**src/rtl/eeg_spi_frame_reader.sv**
```systemverilog
// SPI master that pulls one status word plus NUM_CH signed 24-bit channel words
// from the EEG ADC on every data-ready fall, strobing each channel out in turn.
module eeg_spi_frame_reader #(
  parameter int CLK_DIV = 4,
  parameter int NUM_CH  = 8
) (
  input  logic               clk,
  input  logic               rst,
  input  logic               enable,
  input  logic               adc_drdy_n,
  input  logic               adc_miso,
  output logic               adc_cs_n,
  output logic               adc_sclk,
  output logic               adc_mosi,
  output logic signed [23:0] raw_eeg_out,
  output logic [2:0]         ch_idx,
  output logic               data_valid,
  output logic [23:0]        status_word,
  output logic               frame_done,
  output logic               overrun
);

  localparam int WORD_W = 24;
  localparam int CW     = $clog2(CLK_DIV);

  typedef enum logic [1:0] {IDLE, SETUP, SHIFT, HOLD} state_e;

  state_e              state_q;
  logic                sync1_q, sync2_q, drdy_prev_q;
  logic [CW-1:0]       div_q;
  logic [4:0]          bit_q;
  logic [3:0]          word_q;
  logic                pend_q;
  logic [3:0]          pend_word_q;
  logic [WORD_W-1:0]   shift_q;
  logic [WORD_W-1:0]   shift_d;
  logic                drdy_fall;
  logic                div_end;
  logic                last_bit;
  logic                shift_en;

  assign adc_mosi  = 1'b0;
  assign drdy_fall = drdy_prev_q & ~sync2_q;
  assign div_end   = (div_q == CW'(CLK_DIV - 1));
  assign last_bit  = (bit_q == 5'd23) && (word_q == 4'(NUM_CH));
  assign shift_en  = (state_q == SHIFT) && adc_sclk && div_end;
  assign shift_d   = {shift_q[WORD_W-2:0], adc_miso};

  // MISO is captured on the cycle SCLK drops, i.e. the ADC's falling edge.
  always_ff @(posedge clk) begin
    if (shift_en) shift_q <= shift_d;
  end

  always_ff @(posedge clk) begin
    if (rst) begin
      state_q     <= IDLE;
      sync1_q     <= 1'b1;
      sync2_q     <= 1'b1;
      drdy_prev_q <= 1'b1;
      div_q       <= '0;
      bit_q       <= '0;
      word_q      <= '0;
      pend_q      <= 1'b0;
      pend_word_q <= '0;
      adc_cs_n    <= 1'b1;
      adc_sclk    <= 1'b0;
      raw_eeg_out <= '0;
      ch_idx      <= '0;
      data_valid  <= 1'b0;
      status_word <= '0;
      frame_done  <= 1'b0;
      overrun     <= 1'b0;
    end else begin
      sync1_q     <= adc_drdy_n;
      sync2_q     <= sync1_q;
      drdy_prev_q <= sync2_q;
      data_valid  <= 1'b0;
      frame_done  <= 1'b0;

      // A completed word is published one cycle after its last bit lands.
      if (pend_q) begin
        pend_q <= 1'b0;
        if (pend_word_q == 4'd0) begin
          status_word <= shift_q;
        end else begin
          raw_eeg_out <= shift_q;
          ch_idx      <= 3'(pend_word_q - 4'd1);
          data_valid  <= 1'b1;
          frame_done  <= (pend_word_q == 4'(NUM_CH));
        end
      end

      if (drdy_fall && (state_q != IDLE)) overrun <= 1'b1;

      case (state_q)
        IDLE: begin
          div_q  <= '0;
          bit_q  <= '0;
          word_q <= '0;
          if (!enable) begin
            overrun <= 1'b0;
          end else if (drdy_fall) begin
            state_q  <= SETUP;
            adc_cs_n <= 1'b0;
          end
        end
        SETUP: begin
          if (div_end) begin
            div_q    <= '0;
            adc_sclk <= 1'b1;
            state_q  <= SHIFT;
          end else begin
            div_q <= div_q + 1'b1;
          end
        end
        SHIFT: begin
          if (!div_end) begin
            div_q <= div_q + 1'b1;
          end else begin
            div_q <= '0;
            if (adc_sclk) begin
              adc_sclk <= 1'b0;
              if (bit_q == 5'd23) begin
                pend_q      <= 1'b1;
                pend_word_q <= word_q;
              end
            end else if (last_bit) begin
              state_q <= HOLD;
            end else begin
              adc_sclk <= 1'b1;
              if (bit_q == 5'd23) begin
                bit_q  <= '0;
                word_q <= word_q + 4'd1;
              end else begin
                bit_q <= bit_q + 5'd1;
              end
            end
          end
        end
        HOLD: begin
          if (div_end) begin
            div_q    <= '0;
            adc_cs_n <= 1'b1;
            state_q  <= IDLE;
          end else begin
            div_q <= div_q + 1'b1;
          end
        end
        default: state_q <= IDLE;
      endcase
    end
  end

endmodule
```
**config.mk**
```make
export PLATFORM = sky130hd
export DESIGN_NAME = eeg_spi_frame_reader
export DESIGN_NICKNAME = d
export VERILOG_FILES = /design/src/rtl/eeg_spi_frame_reader.sv
export SDC_FILE = /design/constraint.sdc
export NUM_CORES = 1
export LEC_CHECK = 0
export ABC_AREA = 1
export ABC_CLOCK_PERIOD_IN_PS = 1900
export CORE_UTILIZATION = 50
export CTS_CLUSTER_DIAMETER = 100
export DETAILED_ROUTE_END_ITERATION = 12
export PLACE_DENSITY = 0.75
export SETUP_SLACK_MARGIN = 0.3
export SKIP_LAST_GASP = 1
export SYNTH_ARGS = -nofsm -noshare
export SYNTH_HDL_FRONTEND = slang
export SYNTH_SLANG_ARGS = --single-unit
```
**constraint.sdc**
```tcl
create_clock -name clk -period 1.9 [get_ports clk]
set_input_delay 0.475 -clock clk [delete_from_list [all_inputs] [get_ports clk]]
set_output_delay 0.475 -clock clk [all_outputs]
set_load 0.005 [all_outputs]
```
# [After elaboration in Yosys (flattened, before gate mapping)]
# Index checks and enable logic that the tools add are counted.
[word_totals] elab_cells=100 out_inout_bits=57 inputBits=5 regBits=101
[classes] add_sub_neg=4 mux=33 bitwise=7 n_reduce_logical=22 eq_ne=16
[ops] operator="two-way mux 5 bit" count=4
[ops] operator="inequality test 2 bit (second input constant)" count=9
[ops] operator="two-way mux 2 bit" count=8
[ops] operator="two-way mux 4 bit" count=4
[ops] operator="AND reduction 4 bit" count=3
[ops] operator="two-way mux 1 bit" count=11
[ops] operator="one-hot mux 5 bit (2 select lines)" count=1
[ops] operator="equality test 4 bit (second input constant)" count=2
[ops] operator="one-hot mux 2 bit (4 select lines)" count=1
[ops] operator="one-hot mux 4 bit (2 select lines)" count=1
[ops] operator="nonzero test 2 bit" count=4
[ops] operator="AND reduction 7 bit" count=1
[ops] operator="equality test 2 bit (second input constant)" count=3
[ops] operator="NOT 1 bit" count=6
[ops] operator="OR reduction 3 bit" count=2
[ops] operator="adder 5 x 1 -> 5 bit (second input constant)" count=1
[ops] operator="equality test 5 bit (second input constant)" count=1
[ops] operator="AND reduction 5 bit" count=1
[ops] operator="adder 4 x 1 -> 4 bit (second input constant)" count=1
[ops] operator="logical AND 1 bit" count=4
[ops] operator="zero test 4 bit" count=1
[ops] operator="one-hot mux 1 bit (2 select lines)" count=2
[ops] operator="one-hot mux 2 bit (2 select lines)" count=1
[ops] operator="AND reduction 2 bit" count=2
[ops] operator="8 further kinds" count=8

# [Logic depth before layout (Yosys ltp)]
# Gate-level depths: netlist of the first run.
[logic_depth] depth_word=6 depth_mapped=10 ltp_nobuf=10

# [Worst setup path after synthesis of the first run]
# No wires, ideal clock.
[synth_path] kind="reg2reg" startpoint="register state_q[0]" endpoint="register pend_word_q[2]" setup_time_ps=70 synth_period_minus_slack_ps=1729 t_arrival_ps=1660 path_buffers=0 required_ps=1830 setup_slack_ps=171 path_stages_with_launch=9 path_cell_list="dfxtp_1 inv_1 ha_1 nand2_2 nor2_4 nand2_2 inv_2 o21ai_0 a21oi_1"
[synth_between] elab_chain_len=2
[synth_rtl] element="start: declaration" line="28" source="state_e state_q;"
[synth_rtl] element="start signal: assignment" line="56" source="state_q <= IDLE;"
[synth_rtl] element="start signal: assignment" line="103" source="state_q <= SETUP;"
[synth_rtl] element="start signal: assignment" line="111" source="state_q <= SHIFT;"
[synth_rtl] element="equality test 2 bit" line="95" source="case (state_q)"
[synth_rtl] element="AND reduction 4 bit (no line)"
[synth_rtl] element="end signal: assignment" line="125" source="pend_word_q <= word_q;"
[synth_rtl] element="end: declaration" line="34" source="logic [3:0] pend_word_q;"
# Every way passes these cells.
# A chain may end at the register's enable or synchronous reset.

# [Final worst setup path of the first run]
[layout_path] startpoint="register state_q[0]" endpoint="register shift_q[2] (enable)"
[layout_between] elab_chain_len=3
[layout_rtl] element="equality test 2 bit" line="46" source="assign shift_en = (state_q == SHIFT) && adc_sclk && div_end;"
[layout_rtl] element="logical AND 1 bit (2 in a row)" line="46"
[layout_rtl] element="via shift_en" line="40" source="logic shift_en;"
[layout_rtl] element="end signal: assignment" line="51" source="if (shift_en) shift_q <= shift_d;"
[layout_rtl] element="end: declaration" line="35" source="logic [WORD_W-1:0] shift_q;"
# The timed path passes the listed nets, and every way through them passes these cells.

==> results of run 1 <==
## cell usage after synthesis
master / instances / area share [%]
conb_1: 1 / 0.098
nor2_4: 1 / 0.29
inv_1: 49 / 4.8
nor2_2: 2 / 0.33
xor2_1: 1 / 0.23
edfxtp_1: 24 / 19
a31oi_1: 1 / 0.16
clkbuf_8: 1 / 0.36
o31ai_1: 1 / 0.20
nand2_2: 4 / 0.65
o21ai_0: 57 / 7.4
inv_2: 3 / 0.29
a21boi_2: 1 / 0.29
nand2_1: 40 / 3.9
o21ai_1: 2 / 0.26
dfxtp_1: 77 / 40
a21oi_2: 1 / 0.23
buf_6: 1 / 0.29
or2_2: 4 / 0.65
a21oi_1: 35 / 4.6
clkbuf_1: 9 / 0.88
o211a_1: 1 / 0.26
ha_1: 9 / 2.9
nand4_1: 4 / 0.65
nand3_2: 2 / 0.52
nor2_1: 75 / 7.3
buf_4: 2 / 0.39
nand3_1: 17 / 2.2
buf_2: 6 / 0.78
## routing by layer
| layer | vias to the layer above | track usage, % |
|---|---|---|
| met3 | 8 | 3.84 |
| met4 | 0 | 8.80 |
| met2 | 72 | 32.7 |
| met5 | - | 0 |
| li1 | 1509 | - |
| met1 | 1354 | 26.2 |
## cell usage in the layout (no fill, tap or decap), drive strengths merged
master          n
a21boi          1
dlygate4sd2    55
a21oi          36
nor2           78
xor2            1
dlymetal6s2s    1
clkbuf         12
buf             7
o31ai           1
nand2          44
edfxtp         24
bufinv          1
clkdlybuf4s50   4
conb            1
ha              9
a31oi           1
clkinvlp        1
or2             4
nand4           4
nand3          19
dfxtp          77
o21ai          59
o211a           1
inv            53
clkinv          1
## state kept, by name (all words and copies together) (netlist names), 2 cells and up
signal       count
state_q          2
pend_word_q      4
word_q           4
bit_q            5
raw_eeg_out     24
shift_q         24
status_word     24
ch_idx           3
div_q            2
## metrics by stage
stage	total power [mW]	worst slack (ps)
6_report	4.69	436
5_1_grt	4.95	294
4_1_cts	4.67	233
3_5_place_dp	3.26	226
3_3_place_gp	3.23	270
2_1_floorplan	3.09	300
## cell type report
type,count,share of cell area [%]
Sequential cell,101,48.4
Clock buffer,12,3.46
Inverter,52,4.06
Timing Repair Buffer,67,13.1
Clock inverter,4,1.07
Tap cell,99,2.58
Multi-Input combinational cell,259,27.3
## kinds of logic (layout without fill, tap and decap cells)
family,Yosys count,in the layout,synth area share [%]
adder cells (fa/ha/maj),9,9,2.94
XOR/XNOR,1,1,0.228
AND/OR/NAND/NOR,149,149,16.6
AO/OA/AOI/OAI,99,99,13.4
buffers and inverters,71,135,7.79
flip-flops,101,101,59.0
other,1,1,0.0978
## repair_timing
action	4_1_cts	5_1_grt
resized for setup	105	12
endpoints found under the setup margin	56	23
buffers inserted	1	0
pin swaps	0	1
hold buffers	0	0
## worst paths after layout
check / slack, ps / start / to
worst max-delay path: 440 / state_q[0]$_SDFFE_PP0P_ / shift_q[2]$_DFFE_PP_
worst min-delay path: 440 / div_q[0]$_SDFF_PP0_ / div_q[0]$_SDFF_PP0_
worst max register to register: 440 / state_q[0]$_SDFFE_PP0P_ / shift_q[2]$_DFFE_PP_
worst min register to register: 440 / div_q[0]$_SDFF_PP0_ / div_q[0]$_SDFF_PP0_
## power breakdown
part | leakage [nW] | total [mW] | switching [mW] | internal (mW)
sequential | 0.863 | 2.40 | 0.107 | 2.29
clock | 0.108 | 1.44 | 0.708 | 0.729
combinational | 1.21 | 0.854 | 0.531 | 0.323
## critical path, delay by kind of cell (launching register included)
kind          cells  cell delay, ps
simple gates      2             270
flops             1             350
buf+inv           2             270
fa+ha+maj         1             270
==> metrics, run 1 <==
initial DRC count 136; register area 2330 sq um; antenna viol nets, final 0; total track usage about a fifth; TritonCTS clock tree done; Die Span X 89.6 um; final setup vio count 0; Initial Util a little over half; power density cells 976 nW/um^2; Hold Path Class reg -> reg; Cell Rows 31; P_leak 2.18 nW; Mapped Area 3840 sq um; via count a little under 3000; dpl cells 577; number of global-route vias before repair 2660; area taken by multi-input logic gates 1310 sq um; Setup CP Type reg -> reg; Ports 62; wire length on met1 3.49 mm; Root Driver clkbuf_8; met3 WL post-DR roughly 300 um; Avg WL per Cell 12.5 um; Critical Path RT between 1500 and 2000 ps; core box area 7330 sq um; Cells on Worst Hold Path 1; Setup crit end kind register; Pre-antenna DRT Iters 4; gpl congestion just over 0.8; crit start category register; clk sinks 101; Synthesized Nets 445; Final Cell Area 4810 sq um; initial antenna violation count 0; final count of pins violating max slew 0; DP Area 4560 sq um; fill count 620; cells on worst reg2reg path 5; first-pass GRT wire length roughly 12 mm; Worst VDD drop 0.435 mV; CP max FO 24; skew final about 11 ps; total CTS buffers 9; register area share after synthesis between 50% and 60%; Final Hold Vio Count 0; number of buffers added on ports 60; P&R area growth vs syn 25.3%; die height 89.6 um; total grt overflow 0; Fin Setup TNS 0 ps; Clock Latency Late Sink 350 ps; DIE AREA 8030 sq um; drt total wl 7.43 mm; pin count of the biggest net entering global routing 71; minimum clock period about 1500 ps; YS warnings 0; Clock Tree Buf Depth 2; Seq cells post-synth 101; Critical Path AT 1520 ps; Synth Instances 431; RSZ-0062 raised after global routing false; Tcrit/Tclk final 77.0%; Max Clock Freq 683 MHz; Post-Syn Area per Cell between 8 and 9 sq um; layout cells sized above 1 20.0%; routed wl met2 3.54 mm; Worst-path clk slew 90 ps; Yosys cell types 29; hold slack ~440 ps; via-per-instance ratio between 4 and 5; CTS H-Tree Depth 3; crit path max-delay cell type dfxtp_2; hpwl dp 4.86 mm; maxcap violations 0; fin nets 504; DR DRC count 0; Util after Layout 65.6%; outcome finished, final reports clean; CP Cell Sequence inv_2 -> ha_4 -> nand2_4 -> nor2_4 -> buf_12; top layer in use met4; fin cells 594; diode count 0; Critical Path Max Stage Delay about 350 ps
Note: power is estimated with default switching activity, not from simulation.
==> inputs of run 2 (changes only) <==
- ABC_CLOCK_PERIOD_IN_PS: 1900 -> 1200
- CORE_UTILIZATION: 50 -> 48
- PLACE_DENSITY: 0.75 -> 0.76
- clock period: 1.9 -> 1.2 ns (I/O delays scaled with it)
==> metrics, run 2 (synthesis results as in run 1) <==
flop-to-flop setup slack -270 ps; Hold Path Class in -> reg; crit start category register; Tcrit/Tclk final 123%; CTS H-Tree Depth 3; Root Driver clkbuf_8; maxcap violations 0; die height 91.4 um; P&R area growth vs syn 62.9%; diode count 0; initial DRC count 230; layout cells sized above 1 61.1%; TritonCTS clock tree done; P_leak 2.62 nW; RSZ-0062 raised after global routing true; worst hold endpoint data_valid$_SDFF_PP0_; fin cells 680; Net Sw Frac around a third; Pre-antenna DRT Iters 4; Setup CP Type reg -> reg; power density cells 1350 nW/um^2; pre-CTS setup slack -232 ps; total CTS buffers 9; clock network fraction of total power around a quarter; DR DRC count 0; Ports 62; hpwl dp 5.75 mm; pin count of the biggest net entering global routing 29; Worst-path clk slew around 110 ps; drt total wl 12.7 mm; sw power 2.81 mW; Final Cell Area 6250 sq um; number of global-route vias before repair roughly 3400; Critical Path AT roughly 1800 ps; failing checks negative setup slack; Final Hold Vio Count 0; outcome finished, violations left; largest registers raw_eeg_out (24), shift_q (24), status_word (24); via count around 3600; Worst Setup Slack, final -275 ps; Clock Tree Buf Depth 2; Setup crit end kind register; total grt overflow 0; total track usage about a quarter; reg2reg end word_q[2]$_SDFFE_PP0P_; via-per-instance ratio 5.36; CP max FO 5; Cells on Worst Hold Path 3; core box area 7730 sq um; Fin Setup TNS -16470 ps; fin nets 587; Cell Rows 32; number of buffers added on ports 60; first-pass GRT wire length 16.8 mm; DP Area 4990 sq um; Seq pwr share 45.2%; skew final 11.7 ps; P_int 5.61 mW; Critical Path RT approximately 1500 ps; Clock Latency Late Sink ~380 ps; clk sinks roughly 100; commonest cells after routing, fill and taps aside 62 x nor2_1, 59 x dfxtp_2, 55 x buf_4; Initial Util 49.6%; final setup vio count 94; final count of pins violating max slew 0; worst r2r src word_q[0]$_SDFFE_PP0P_; total power approximately 8.4 mW; antenna viol nets, final 0; DIE AREA between 8000 and 9000 sq um; dpl cells about 600; min-delay src rst; cells on worst reg2reg path 10; Avg WL per Cell 18.7 um; Combinational Power Share between 20% and 30%; Worst VDD drop 1.04 mV; initial antenna violation count 0; gpl congestion 0.798; minimum clock period 1470 ps; commonest non-fill, non-tap cell in the layout nor2_1; Max Clock Freq 678 MHz; hold slack between 300 and 400 ps; Util after Layout ~81%; Die Span X approximately 91 um
-- run 2: cell types whose count changed in the layout (fill, tap and decap cells not counted), sizes merged --
cell	before	now
clkinvlp	1	2
clkdlybuf4s50	4	3
buf	7	143
clkinv	1	3
dlymetal6s2s	1	0
dlygate4sd2	55	1
-- run 2: worst max-delay path by stage --
stage | startpoint | endpoint | depth (start not counted) | slack [ps]
after floorplan | state_q[0]$_SDFFE_PP0P_ | pend_word_q[2]$_SDFFE_PP0P_ | 8 | -380
after global placement | enable | state_q[1]$_SDFFE_PP0P_ | 8 | -200
after detailed placement | state_q[1]$_SDFFE_PP0P_ | word_q[2]$_SDFFE_PP0P_ | 9 | -230
after CTS | state_q[0]$_SDFFE_PP0P_ | pend_word_q[2]$_SDFFE_PP0P_ | 9 | -140
after global routing | word_q[0]$_SDFFE_PP0P_ | word_q[2]$_SDFFE_PP0P_ | 10 | -340
final | word_q[0]$_SDFFE_PP0P_ | word_q[2]$_SDFFE_PP0P_ | 10 | -270
-- run 2: per-layer routing --
metal	track usage, %	wire length (um)	vias to the layer above
li1	-	-	1684
met1	31.0	5040	1781
met2	45.3	6540	135
met3	6.11	569	43
met4	12.2	568	0
met5	0	0	-
-- run 2: cell type report --
type                       count  area (sq um)
clock buffer                   9           124
fill                         406          1480
sequential                   101          2350
inverter                      52           210
tap                          102           128
multi-input combinational    259          1840
timing repair buffer         150          1520
clock inverter                 7          73.8
-- run 2: critical path: stages, from the launching register on --
cell	delay, ps
dfxtp_1	330
inv_1	80
ha_1	140
nand2_1	80
nor2_4	150
nand2_1	110
nand2_1	120
nand2_2	100
nand3_1	100
nand2_1	80
nor2_2	140
-- run 2: what timing repair did --
item	in CTS	in global routing
gates resized for setup	377	95
pin swaps	32	24
cloned	10	2
setup endpoints to repair	156	154
hold buffers	0	0
buffers inserted	18	18
-- run 2: power by group through the flow --
stage                     Combinational (mW)  Sequential (mW)  Clock [mW]
final                                   2.39             3.80        2.22
after global routing                    2.58             3.82        2.37
after detailed placement                1.71             3.82           0
after CTS                               1.88             3.76        2.21
after global placement                  1.63             3.81           0
after floorplan                         1.09             3.84           0
==> inputs of run 3 (changes only) <==
- CORE_ASPECT_RATIO: default -> 0.5
==> metrics, run 3 (synthesis results as in run 1) <==
clk sinks approximately 100; Tcrit/Tclk final 128%; total power roughly 10 mW; Critical Path AT 1790 ps; outcome finished, violations left; Util after Layout 89.5%; initial DRC count 367; # hold bufs at CTS 0; number of buffers added on ports 60; hpwl dp 5.45 mm; crit start category register; largest registers raw_eeg_out (24), shift_q (24), status_word (24); DR DRC count 0; CP delay by family, top buffers and inverters; total CTS buffers 9; P&R area growth vs syn 75.9%; GR met3 Demand/Resource 8.06%; gpl congestion 0.827; CTS H-Tree Depth 3; maxcap violations 0; Hold Path Class reg -> reg; Worst Setup Slack, final -340 ps; Setup crit end kind register; skew final 16.6 ps; RSZ-0062 raised after global routing true; CP Cell Sequence inv_2 -> ha_4 -> a21boi_4 -> clkinv_4 -> buf_4 -> buf_6 -> nor2_2 -> nor2_1; Avg WL per Cell 21.7 um; pre-CTS setup slack -250 ps; Critical Path Max Stage Delay about 350 ps; DIE AREA 8380 sq um; Root Driver clkbuf_16; via count 4025; failing checks negative setup slack; pin count of the biggest net entering global routing 29; crit path max-delay cell type dfxtp_2; first-pass GRT wire length 19.0 mm; die height 65.2 um; initial antenna violation count 0; Final Hold Vio Count 0; CP max FO 6; number of global-route vias before repair 3647; GR Util met1 between 30% and 40%; diode count 0; drt total wl 15.4 mm; TritonCTS clock tree done; via-per-instance ratio 5.67; fin nets ~610; Clock Tree Buf Depth 2; minimum clock period 1540 ps; Worst VDD drop between 1.5 and 2 mV; Initial Util 50.9%; commonest non-fill, non-tap cell in the layout buf_4; grt met2 use 55.1%; Final Cell Area roughly 6700 sq um; power density cells 1470 nW/um^2; Critical Path RT 1450 ps; global route hottest layer met2; DP Area 5060 sq um; core box area 7540 sq um; Clock Latency Late Sink around 370 ps; layout cells sized above 1 approximately two thirds; fill count approximately 290; Pre-antenna DRT Iters 5; total grt overflow 0; final count of pins violating max slew 0; Worst-path clk slew 70 ps; final setup vio count 96; Cell Rows 22; P_leak 2.84 nW; Setup CP Type reg -> reg; Ports 62; antenna viol nets, final 0; crit path buf inv count 4; Die Span X 128 um; total track usage 30.7%; Max Clock Freq 649 MHz; commonest cells after routing, fill and taps aside 66 x buf_4, 64 x dfxtp_2, 53 x buf_6
[run 3: final cells by class]
| class | instances | area (sq um) | area share (%) |
|---|---|---|---|
| multi-input combinational | 259 | 1960 | 29.0 |
| clock inverter | 5 | 82.6 | 1.22 |
| tap | 108 | 135 | 2.00 |
| clock buffer | 10 | 229 | 3.39 |
| sequential | 101 | 2350 | 34.8 |
| inverter | 52 | 210 | 3.11 |
| timing repair buffer | 175 | 1790 | 26.5 |
[run 3: what timing repair did]
action,in CTS,in global routing
resized for setup,418,100
pin swaps,45,27
gates cloned,12,0
buffers inserted,27,23
setup endpoints to repair,156,154
[run 3: path summary, 6_finish.rpt]
kind | start | end | slack, ps | cells past startpoint
setup reg to reg | pend_word_q[0]$_SDFFE_PP0P_ | raw_eeg_out[2]$_SDFFE_PP0P_ | -340 | 8
setup / recovery | pend_word_q[0]$_SDFFE_PP0P_ | raw_eeg_out[2]$_SDFFE_PP0P_ | -340 | 8
hold / removal | div_q[0]$_SDFF_PP0_ | div_q[0]$_SDFF_PP0_ | 400 | 1
hold reg to reg | div_q[0]$_SDFF_PP0_ | div_q[0]$_SDFF_PP0_ | 400 | 1
[run 3: per-stage QoR]
step                      cells  hold WS (ps)  setup TNS [ps]
after floorplan             431           362           -8690
after global placement      633           401          -13510
after detailed placement    633           400          -16200
after CTS                   687           403          -12100
after global routing        710           423          -23880
final                       710           401          -20040
[run 3: worst reg2reg max path: cells and delay by family, from the launching register on]
family,cells,cell delay [ps]
AO/OA/AOI/OAI,1,220
adder cells (fa/ha/maj),1,170
buffers and inverters,4,480
flip-flops,1,350
AND/OR/NAND/NOR,2,210
[run 3: per-layer routing]
layer / part of all wire [%] / wire [um]
met5: 0 / 0
met4: 4.5 / 697
met3: 7.4 / 1150
met2: 49 / 7520
met1: 39 / 6050
[run 3: where the power goes]
| part | internal (mW) | switching [mW] |
|---|---|---|
| combinational | 1.24 | 1.63 |
| sequential | 3.65 | 0.159 |
| clock | 1.83 | 1.40 |
